**config.mk**
```make
export PLATFORM = sky130hd
export DESIGN_NAME = ledcomm_sniff
export DESIGN_NICKNAME = d
export VERILOG_FILES = /design/src/rtl/ledcomm_sniff.sv
export SDC_FILE = /design/constraint.sdc
export NUM_CORES = 1
export LEC_CHECK = 0
export CORE_MARGIN = 2
export CORE_UTILIZATION = 50
export DETAILED_ROUTE_END_ITERATION = 8
export GPL_TIMING_DRIVEN = 0
export PLACE_DENSITY_LB_ADDON = 0.3
export SYNTH_ARGS = -nofsm -noshare
export SYNTH_HDL_FRONTEND = slang
export SYNTH_SLANG_ARGS = --single-unit
```
**constraint.sdc**
```tcl
create_clock -name clk -period 7.45 [get_ports clk]
set_input_delay 1.8625 -clock clk [delete_from_list [all_inputs] [get_ports clk]]
set_output_delay 1.8625 -clock clk [all_outputs]
set_load 0.03 [all_outputs]
```
**src/rtl/ledcomm_sniff.sv**
```systemverilog
// Passive Ledcomm receiver: classifies sensor pulses, rebuilds 16-bit words into a 16-deep FIFO.
// Optional LEDCOMM_SNIFF_STATS_EN implements the invalid-pulse counter; otherwise err_count reads 0.
module ledcomm_sniff #(
  parameter int GAP_MAX     = 40,
  parameter int LINK_PULSES = 18
) (
  input  logic        clk,
  input  logic        resetq,
  input  logic        sunshine,
  input  logic        rd,
  input  logic        clr_ovf,
  output logic [15:0] rx_data,
  output logic        valid,
  output logic        link,
  output logic        overflow,
  output logic [15:0] err_count
);

  typedef enum logic [1:0] {CLS_ONE, CLS_ZERO, CLS_EOW, CLS_INV} pulse_cls_e;

  localparam logic [5:0] GAP_W  = 6'(GAP_MAX);
  localparam logic [4:0] LINK_W = 5'(LINK_PULSES);

  logic        s_q;
  logic [4:0]  hi_cnt_q, hi_cnt_d;
  logic [5:0]  lo_cnt_q, lo_cnt_d;
  logic        ev_q;
  pulse_cls_e  cls_q, cls_d;
  logic [15:0] shreg_q, shreg_d;
  logic [4:0]  pcnt_q, pcnt_d, pcnt_inc;
  logic [15:0] mem_q [16];
  logic [3:0]  wp_q, wp_d, rp_q, rp_d;
  logic        ovf_q, ovf_d;
  logic        pulse_end, gap_hit, push, full, do_push, do_pop;

  // A pulse ends on the first dark sample; hi_cnt_q still holds the run length then.
  assign pulse_end = !s_q && (hi_cnt_q != 5'd0);
  assign gap_hit   = (lo_cnt_q == GAP_W);
  assign link      = (pcnt_q == LINK_W);
  assign pcnt_inc  = link ? pcnt_q : pcnt_q + 5'd1;

  always_comb begin
    hi_cnt_d = '0;
    lo_cnt_d = '0;
    if (s_q) hi_cnt_d = (hi_cnt_q == 5'd31) ? hi_cnt_q : hi_cnt_q + 5'd1;
    else     lo_cnt_d = (lo_cnt_q == 6'd63) ? lo_cnt_q : lo_cnt_q + 6'd1;
    if (hi_cnt_q >= 5'd3 && hi_cnt_q <= 5'd6)       cls_d = CLS_ONE;
    else if (hi_cnt_q >= 5'd7 && hi_cnt_q <= 5'd10) cls_d = CLS_ZERO;
    else if (hi_cnt_q >= 5'd11 && hi_cnt_q <= 5'd14) cls_d = CLS_EOW;
    else                                              cls_d = CLS_INV;
  end

  always_ff @(posedge clk or negedge resetq) begin
    if (!resetq) begin
      s_q      <= 1'b0;
      hi_cnt_q <= '0;
      lo_cnt_q <= '0;
      ev_q     <= 1'b0;
      cls_q    <= CLS_INV;
    end else begin
      s_q      <= sunshine;
      hi_cnt_q <= hi_cnt_d;
      lo_cnt_q <= lo_cnt_d;
      ev_q     <= pulse_end;
      cls_q    <= cls_d;
    end
  end

  always_comb begin
    shreg_d = shreg_q;
    pcnt_d  = pcnt_q;
    push    = 1'b0;
    if (ev_q) begin
      unique case (cls_q)
        CLS_ONE:  begin shreg_d = {shreg_q[14:0], 1'b1}; pcnt_d = pcnt_inc; end
        CLS_ZERO: begin shreg_d = {shreg_q[14:0], 1'b0}; pcnt_d = pcnt_inc; end
        CLS_EOW:  begin push = link; shreg_d = '0; pcnt_d = pcnt_inc; end
        default:  begin shreg_d = '0; pcnt_d = '0; end
      endcase
    end
    if (gap_hit) begin
      shreg_d = '0;
      pcnt_d  = '0;
    end
  end

  // One slot stays empty so wp==rp unambiguously means empty.
  assign valid   = (wp_q != rp_q);
  assign full    = ((wp_q - rp_q) == 4'd15);
  assign do_push = push && !full;
  assign do_pop  = rd && valid;
  assign wp_d    = do_push ? wp_q + 4'd1 : wp_q;
  assign rp_d    = do_pop ? rp_q + 4'd1 : rp_q;
  assign ovf_d   = (push && full) ? 1'b1 : (clr_ovf ? 1'b0 : ovf_q);

  always_ff @(posedge clk or negedge resetq) begin
    if (!resetq) begin
      shreg_q <= '0;
      pcnt_q  <= '0;
      wp_q    <= '0;
      rp_q    <= '0;
      ovf_q   <= 1'b0;
    end else begin
      shreg_q <= shreg_d;
      pcnt_q  <= pcnt_d;
      wp_q    <= wp_d;
      rp_q    <= rp_d;
      ovf_q   <= ovf_d;
    end
  end

  always_ff @(posedge clk) begin
    if (do_push) mem_q[wp_q] <= shreg_q;
  end

  assign rx_data  = valid ? mem_q[rp_q] : 16'h0000;
  assign overflow = ovf_q;

`ifdef LEDCOMM_SNIFF_STATS_EN
  logic [15:0] err_q;
  logic        inv;
  assign inv = ev_q && (cls_q == CLS_INV);
  always_ff @(posedge clk or negedge resetq) begin
    if (!resetq)  err_q <= '0;
    else if (inv) err_q <= err_q + 16'd1;
  end
  assign err_count = err_q;
`else
  assign err_count = 16'h0000;
`endif

endmodule
```
Word-level counts from Yosys, hierarchy flattened --
Memory sizes are Yosys's and may differ from the RTL's. Cells that the tools add are included.
Word-level totals: register bits after elaboration 45, memories kept 1, bits of input ports 5, word-level logic and storage cells 70, RAM bits 256
Memories:
- mem_q | depth 16, width 16, read ports 1, clocked after memory_dff 0, write ports 1, line 31 | logic [15:0] mem_q [16];
Operators by class: multiplexer cells 21, reduce and logical (&&, ||, !) cells 15, order comparisons 6, add/sub/neg operators 6, eq/ne operators 11
Operators with widths (count):
- 16-bit 2-to-1 mux | 3
- 16-bit one-hot mux with 2 select lines | 1
- 5-bit 2-to-1 mux | 6
- 6-bit equality test, second input constant | 2
- 6-bit 2-to-1 mux | 2
- 5-bit by 1-bit adder with 5-bit output, second input constant | 2
- 5-bit equality test, second input constant | 2
- 5-bit by 4-bit <= comparator with 1-bit output, second input constant | 2
- 4-bit by 1-bit adder with 4-bit output, second input constant | 2
- 1-bit logical AND | 7
- 1-bit 2-to-1 mux | 7
- 6-bit by 1-bit adder with 6-bit output, second input constant | 1
- 5-bit by 2-bit >= comparator with 1-bit output, second input constant | 1
- 5-bit by 3-bit >= comparator with 1-bit output, second input constant | 1
- 5-bit by 4-bit >= comparator with 1-bit output, second input constant | 1
- 5-bit by 3-bit <= comparator with 1-bit output, second input constant | 1
- 5-bit nonzero test | 1
- 4-bit equality test, second input constant | 1
- 2-bit 2-to-1 mux | 2
- 2-bit != test, second input constant | 2
- 4-bit != test | 1
- 2-bit nonzero test | 2
- 4-bit subtractor | 1
- 3-bit by 2-bit != test with 1-bit output, second input constant | 1
- other kinds (6) | 7

Depth between registers and ports, before layout --
Gate-level depths: netlist of the first run.
depth after elaboration 6, mapped depth 9, gate-level depth less buffers 8

Least setup slack after synthesis of the first run --
OpenSTA, ideal clock, no wires.
path kind reg2out, start point register rp_q[1], end point output port rx_data[10], stages on the path, launching flop included 9, path buffers 3, setup slack 2.999 ns, data arrival time 2.588 ns, cell sequence dfrtp_1 buf_2 buf_1 inv_1 ha_1 nand4_1 nand2_1 buf_2 o22ai_1
On the way: longest elaborated chain between the ends 2
Ends and longest elaborated chain:
- start, declared | line 32 | logic [3:0] wp_q, wp_d, rp_q, rp_d;
- start signal, assigned | line 107 | rp_q <= rp_d;
- 4-bit != test | line 88 | assign valid = (wp_q != rp_q);
- named net valid | line 13 | output logic valid,
- 16-bit 2-to-1 mux | line 116 | assign rx_data = valid ? mem_q[rp_q] : 16'h0000;
- end, declared | line 12 | output logic [15:0] rx_data,
The timed path passes the listed nets, and every way through them passes these cells.

Worst setup path in the final report of the first run --
start point register rp_q[1], end point output port rx_data[8]
On the way: longest elaborated chain between the ends 2
Ends and longest elaborated chain (line):
- memory read 16 x 16 bit / 4-bit != test (equally long branches)
- 16-bit 2-to-1 mux (*) | 116
Mark *: on every way between the ends. The rest lies on a longest branch, timed or not.

==> results.ini, run 1 <==
[run_status]
status=finished, final reports clean

[clocking]
insertion_delay_ns=0.55
root_buffer=clkbuf_16
postCtsHoldBufs=0
post_cts_buffers=0
htreeDepth=1
clk_path_buf_depth=3
cts_tree=yes
cts.sinks=301
cts_buffers=30
path_clk_slew_ns=0.06
cts_resized=0

[logic_synthesis]
synthMuxAreaShare=0.149
ys_top_cells_by_count=256 x edfxtp_1, 64 x mux4_2, 43 x dfrtp_1, 36 x mux2i_1, 22 x and3_1
ys_ff_latch=301
syn_area_per_cell_um2=18.6
yosys.area.top_type_share=0.623
seq_area_frac_synth=0.714
yosys.area_share.simple=0.0576
synth_area_leader_cell=edfxtp_1
synth-compound-area-share=0.0268
yosysWarnings=0
synth_cells=665
yosysMostFrequentCell=edfxtp_1
synth_flop_cell=edfxtp_1
synthArstFlopShare=0.150
synth.distinct_cells=49
synth_area_leaders=edfxtp_1 62%, mux4_2 12%, dfrtp_1 8.7%, mux2i_1 2.9%, ha_1 1.6%
synth-xor-area-share=0.00851
synth_top_family_by_area=multiplexers
synthAdderAreaFrac=0.0178
syn_area_um2=12300
synth_edf_count=256

[global_routing]
grt-ovfl-total=0
grt_pass1_vias=6380
grt_usage=0.194
use_met1=0.272
grt_max_degree=40
met3_usage=0.0300
use_met2=0.327
grt_pass1_wl_mm=38.0
top_usage_layer=met2
antenna_found_initial=0

[critical_path]
r2r-end=mem_q[6][0]
r2r_cells=9
required_ns=5.59
endpoint_kind=primary output
reg2reg_from=rp_q[1]
arrival_ns=4.28
cp_max_fo=10
crit_type=flop to primary output
cp-start-kind=flop
timing.reg2reg.setup_slack_ns=3.30

[sta]
worstMarginPinSlew_ns=1.05
finalSetupViolations=0
hold_violations=0
fin_crit_ns=6.14
fin_skew_ns=0.00797
finalSetupTns_ns=0
rsz0062_at_grt=no
timing.fmax_mhz=163
max_slew_margin=0.297
final.period_utilization=0.824
fin_hold_ws_ns=0.507
drv_slew=0

[run]
maxCapViolCount=0

[power_and_ir_drop]
leakage_nw=4.73
netSwitchingFraction=0.199
ir_worst_vdd_mv=0.148
p_clk_frac=0.435
seqPwrFrac=0.543
finalPower_mw=3.37
comb_power_share=0.022
intPower_mw=2.70
power.switching_uw=670
power_density_nw_per_um2=241

[floorplan]
initial_utilization=0.509
die_height_um=161
die_area_um2=26000
die_x_um=161
ios=40
rows=57
core_area_um2=24200

[finish]
post-route-util=0.579
area_growth_pct=13.7
drive_gt1_frac=0.200
finalNetCount=758
fill_cells=1814
antenna_cells=0
register_area_um2=8820
multi_input_area_um2=3260

[worst_hold_path]
hp-start=s_q
hold_path_end=hi_cnt_q[4]
holdCritPathClass=flop to flop
holdPathStages=1

[routing]
dr_total_vias=6247
drtIter0Drc=463
drc=0
wl_per_cell_um=22.7
drt-pass1-iter-count=5
via_per_inst=5.76
ant_nets=0
wirelength_mm=24.6

[placed_design]
place.gp.congestion=0.782
io_buffers=23
hpwl_mm=15.9

[flip-flops by register name (all words and copies together) (netlist names)]
register	count
cls_q	2
ev_q	1
hi_cnt_q	5
lo_cnt_q	6
mem_q	256
overflow	1
pcnt_q	5
rp_q	4
s_q	1
shreg_q	16
wp_q	4
[cells by family (layout without fill, tap and decap cells)]
logic type | count (synthesis) | after routing
flip-flops | 301 | 301
AND/OR/NAND/NOR | 119 | 119
multiplexers | 103 | 103
buffers and inverters | 62 | 142
AO/OA/AOI/OAI | 50 | 50
adder cells (fa/ha/maj) | 17 | 17
XOR/XNOR | 12 | 12
other | 1 | 16
[layer usage]
metal,routed length [µm],share of wire
met1,10600,0.43
met2,12100,0.49
met3,1360,0.055
met4,533,0.022
met5,0,0
[how the worst max path moves through the flow]
stage / depth (start not counted) / slack (ns) / start / end
2_1_floorplan: 8 / 3.00 / rp_q[1] / rx_data[10]
3_3_place_gp: 9 / 1.97 / rp_q[1] / rx_data[8]
3_5_place_dp: 9 / 1.89 / rp_q[1] / rx_data[8]
4_1_cts: 9 / 1.29 / rp_q[1] / rx_data[8]
5_1_grt: 9 / 1.14 / rp_q[1] / rx_data[8]
6_report: 9 / 1.31 / rp_q[1] / rx_data[8]
[power by group through the flow]
| stage | combinational (mW) | sequential, mW | clock (mW) |
|---|---|---|---|
| finish | 0.0756 | 1.83 | 1.47 |
| global route | 0.0835 | 1.83 | 1.56 |
| CTS | 0.0752 | 1.83 | 1.49 |
| detailed placement | 0.0750 | 1.87 | 0 |
| global placement | 0.0700 | 1.86 | 0 |
| floorplan | 0.0573 | 1.86 | 0 |
[critical path, stage by stage (launching register included)]
cell and delay [ns]:
dfrtp_1 0.43, buf_2 0.33, buf_1 0.52, inv_1 0.20
ha_1 0.34, nand4_1 0.25, nand2_1 0.30, buf_2 0.29
o22ai_1 0.33, clkdlybuf4s50_1 0.74
[placed cells by master, fill, tap and decap left out, drive strengths merged, types with 15 or more instances in the layout]
| cell | netlist | layout |
|---|---|---|
| clkbuf | 17 | 60 |
| a21oi | 15 | 15 |
| conb | 1 | 16 |
| mux2i | 36 | 36 |
| o22ai | 19 | 19 |
| buf | 31 | 33 |
| nand2b | 18 | 18 |
| edfxtp | 256 | 256 |
| dfrtp | 43 | 43 |
| clkdlybuf4s50 | 0 | 22 |
| and3 | 22 | 22 |
| nand3b | 16 | 16 |
| nor2 | 16 | 16 |
| ha | 16 | 16 |
| mux4 | 64 | 64 |
[area by class of cell]
type / instances / share of cell area
plain buffers: 48 / 0.0193
multi-input cells: 317 / 0.232
clock buffers: 43 / 0.0628
flip-flops and latches: 301 / 0.628
repair buffers: 24 / 0.0175
inverters: 14 / 0.00375
well taps: 324 / 0.0289
clock inverters: 13 / 0.00704
[per-stage QoR]
| stage | instances | setup WS, ns | cell area [µm²] |
|---|---|---|---|
| 2_1_floorplan | 680 | 3.00 | 12400 |
| 3_3_place_gp | 1027 | 1.97 | 13000 |
| 3_5_place_dp | 1028 | 1.89 | 13100 |
| 4_1_cts | 1084 | 1.29 | 14000 |
| 5_1_grt | 1084 | 1.14 | 14000 |
| 6_report | 1084 | 1.31 | 14000 |
Note: power is estimated with default switching activity, not from simulation.
==> run 2: changes to the inputs <==
==> constraint.sdc (replaced) <==
create_clock -name clk -period 6 [get_ports clk]
set_input_delay 1.5 -clock clk [delete_from_list [all_inputs] [get_ports clk]]
set_output_delay 1.5 -clock clk [all_outputs]
set_load 0.03 [all_outputs]
==> results of run 2 <==
The final DEF is identical to that of run 1. Status: finished, final reports clean.
Main changes from that run: setup slack after placement 1.89 ns -> 0.800 ns; setup slack after layout 1.31 ns -> 0.223 ns; register-to-register setup slack 3.30 ns -> 1.85 ns; total power 3.37 mW -> 4.19 mW; worst IR drop on VDD 0.148 mV -> 0.184 mV
==> run 3: changes to the inputs <==
--- a/config.mk
+++ b/config.mk
@@ -5,11 +5,13 @@
 export SDC_FILE = /design/constraint.sdc
 export NUM_CORES = 1
 export LEC_CHECK = 0
+export CORE_ASPECT_RATIO = 1.25
 export CORE_MARGIN = 2
 export CORE_UTILIZATION = 50
 export DETAILED_ROUTE_END_ITERATION = 8
 export GPL_TIMING_DRIVEN = 0
-export PLACE_DENSITY_LB_ADDON = 0.3
+export PLACE_DENSITY_LB_ADDON = 0.2
+export SETUP_SLACK_MARGIN = 0.15
 export SYNTH_ARGS = -nofsm -noshare
 export SYNTH_HDL_FRONTEND = slang
 export SYNTH_SLANG_ARGS = --single-unit
==> run 3 against run 2 <==
Effect of this change: die area is essentially flat; first-iteration DRC count fell by 4.3%; design area is 0.12% lower; highest routed layer unchanged; largest cell class unchanged; wire length down 1.4%; global-route usage fell by 0.14 points.
==> results.ini, run 3 (synthesis results as in run 1) <==
[run_status]
status=finished, final reports clean  ; unchanged

[routing]
via_per_inst=5.70  ; was 5.76
ant_nets=0  ; unchanged
drtIter0Drc=443  ; was 463
drt-pass1-iter-count=7  ; was 5
dr_total_vias=6189  ; was 6247
wirelength_mm=24.3  ; was 24.6 mm
drc=0  ; unchanged
wl_per_cell_um=22.4  ; was 22.7 µm

[global_routing]
grt-ovfl-total=0  ; unchanged
antenna_found_initial=0  ; unchanged
grt_max_degree=37  ; was 40
grt_pass1_vias=6456  ; was 6380
grt_usage=0.193  ; was 0.194
grt_pass1_wl_mm=37.5  ; was 38.0 mm

[sta]
final.period_utilization=0.895  ; was 0.963
timing.fmax_mhz=186  ; was 173 MHz
rsz0062_at_grt=no  ; unchanged
finalSetupTns_ns=0  ; unchanged
max_slew_margin=0.320  ; was 0.297
worstMarginPinSlew_ns=1.02  ; was 1.05 ns
finalSetupViolations=0  ; unchanged
fin_crit_ns=5.37  ; was 5.78 ns
setup_slack_ns=0.631  ; was 0.223 ns
hold_violations=0  ; unchanged
fin_skew_ns=0.0141  ; was 0.00797 ns
drv_slew=0  ; unchanged

[finish]
antenna_cells=0  ; unchanged
top_regs=mem_q (256), shreg_q (16), lo_cnt_q (6)  ; unchanged
instances_no_fill=1085  ; was 1084
drive_gt1_frac=0.197  ; was 0.200
fill_cells=1852  ; was 1814
regMostFlops=mem_q  ; unchanged
layout_common_cells=256 x edfxtp_1, 64 x mux4_2, 43 x dfrtp_1  ; unchanged
largest_reg_flops=256  ; unchanged
finalNetCount=755  ; was 758
layout_commonest_cell=edfxtp_1  ; unchanged
post-route-util=0.576  ; was 0.579
area_growth_pct=13.5  ; was 13.7%

[critical_path]
endpoint_kind=primary output  ; unchanged
cp_max_fo=19  ; was 10
crit_type=flop to primary output  ; unchanged
arrival_ns=3.87  ; was 4.28 ns
required_ns=4.50  ; about the same
cp-start-kind=flop  ; unchanged

[floorplan]
initial_utilization=0.507  ; was 0.509
core_area_um2=24300  ; was 24200 µm²
die_area_um2=26000  ; about the same
die_x_um=145  ; was 161 µm
die_height_um=180  ; was 161 µm
rows=64  ; was 57
ios=40  ; unchanged

[clocking]
cts_tree=yes  ; unchanged
cts_buffers=28  ; was 30
postCtsHoldBufs=0  ; unchanged
path_clk_slew_ns=0.06  ; about the same
post_cts_buffers=0  ; unchanged
root_buffer=clkbuf_16  ; unchanged
insertion_delay_ns=0.54  ; was 0.55 ns
htreeDepth=1  ; unchanged
clk_path_buf_depth=3  ; unchanged
cts.sinks=301  ; unchanged
cts_resized=0  ; unchanged

[placed_design]
hpwl_mm=16.1  ; was 15.9 mm
pre_cts_slack_ns=0.815  ; was 0.800 ns
io_buffers=23  ; unchanged
dp_cells=1034  ; was 1028
place.gp.congestion=0.800  ; was 0.782

[worst_hold_path]
holdCritPathClass=flop to flop  ; unchanged

[power_and_ir_drop]
finalPower_mw=4.19  ; about the same
leakage_nw=4.79  ; was 4.80 nW
power_density_nw_per_um2=299  ; about the same
ir_worst_vdd_mv=0.224  ; was 0.184 mV

[run]
maxCapViolCount=0  ; unchanged

run 3: final timing paths:
| path | start | to | slack [ns] | cells after the start |
|---|---|---|---|---|
| min | s_q | hi_cnt_q[1] | 0.51 | 1 |
| min in group asynchronous | resetq | wp_q[1] | 0.85 | 1 |
| max reg2reg | rp_q[1] | mem_q[3][3] | 2.31 | 8 |
| max | rp_q[1] | rx_data[13] | 0.63 | 8 |
| max in group asynchronous | resetq | cls_q[1] | 4.60 | 2 |
| min reg2reg | s_q | hi_cnt_q[1] | 0.51 | 1 |
run 3: worst max-delay path, stage by stage (launching register included):
cell and delay (ns):
dfrtp_1 0.44, buf_2 0.48, inv_1 0.16, ha_1 0.33, nand4_1 0.20, nand2_1 0.32, buf_2 0.32, o22ai_1 0.32
clkdlybuf4s50_1 0.75
run 3: cell type report:
class,instances,area (µm²),share of cell area
plain buffers,47,267,0.0190
clock buffers,39,815,0.0581
clock inverters,13,145,0.0104
inverters,14,52.6,0.00375
multi-input cells,317,3260,0.233
flip-flops and latches,301,8820,0.629
well taps,330,413,0.0295
repair buffers,24,245,0.0175
run 3: per-stage QoR:
stage | area (µm²) | hold slack, ns
finish | 14000 | 0.514
global route | 14000 | 0.533
global placement | 13000 | 0.497
CTS | 14000 | 0.521
detailed placement | 13100 | 0.499
floorplan | 12400 | 0.476
run 3: per-layer routing:
| layer | wire length, µm | GRT usage |
|---|---|---|
| met2 | 13300 | 0.351 |
| met5 | 0 | 0 |
| met1 | 9520 | 0.243 |
| met4 | 425 | 0.0485 |
| met3 | 993 | 0.0250 |
run 3: power by group:
part           internal (mW)  switching, mW  leakage [nW]  total [mW]
logic                 0.0405         0.0530          1.24      0.0936
clock network           1.08          0.744         0.474        1.82
registers               2.26         0.0164          3.07        2.27
total                   3.37          0.813          4.79        4.19
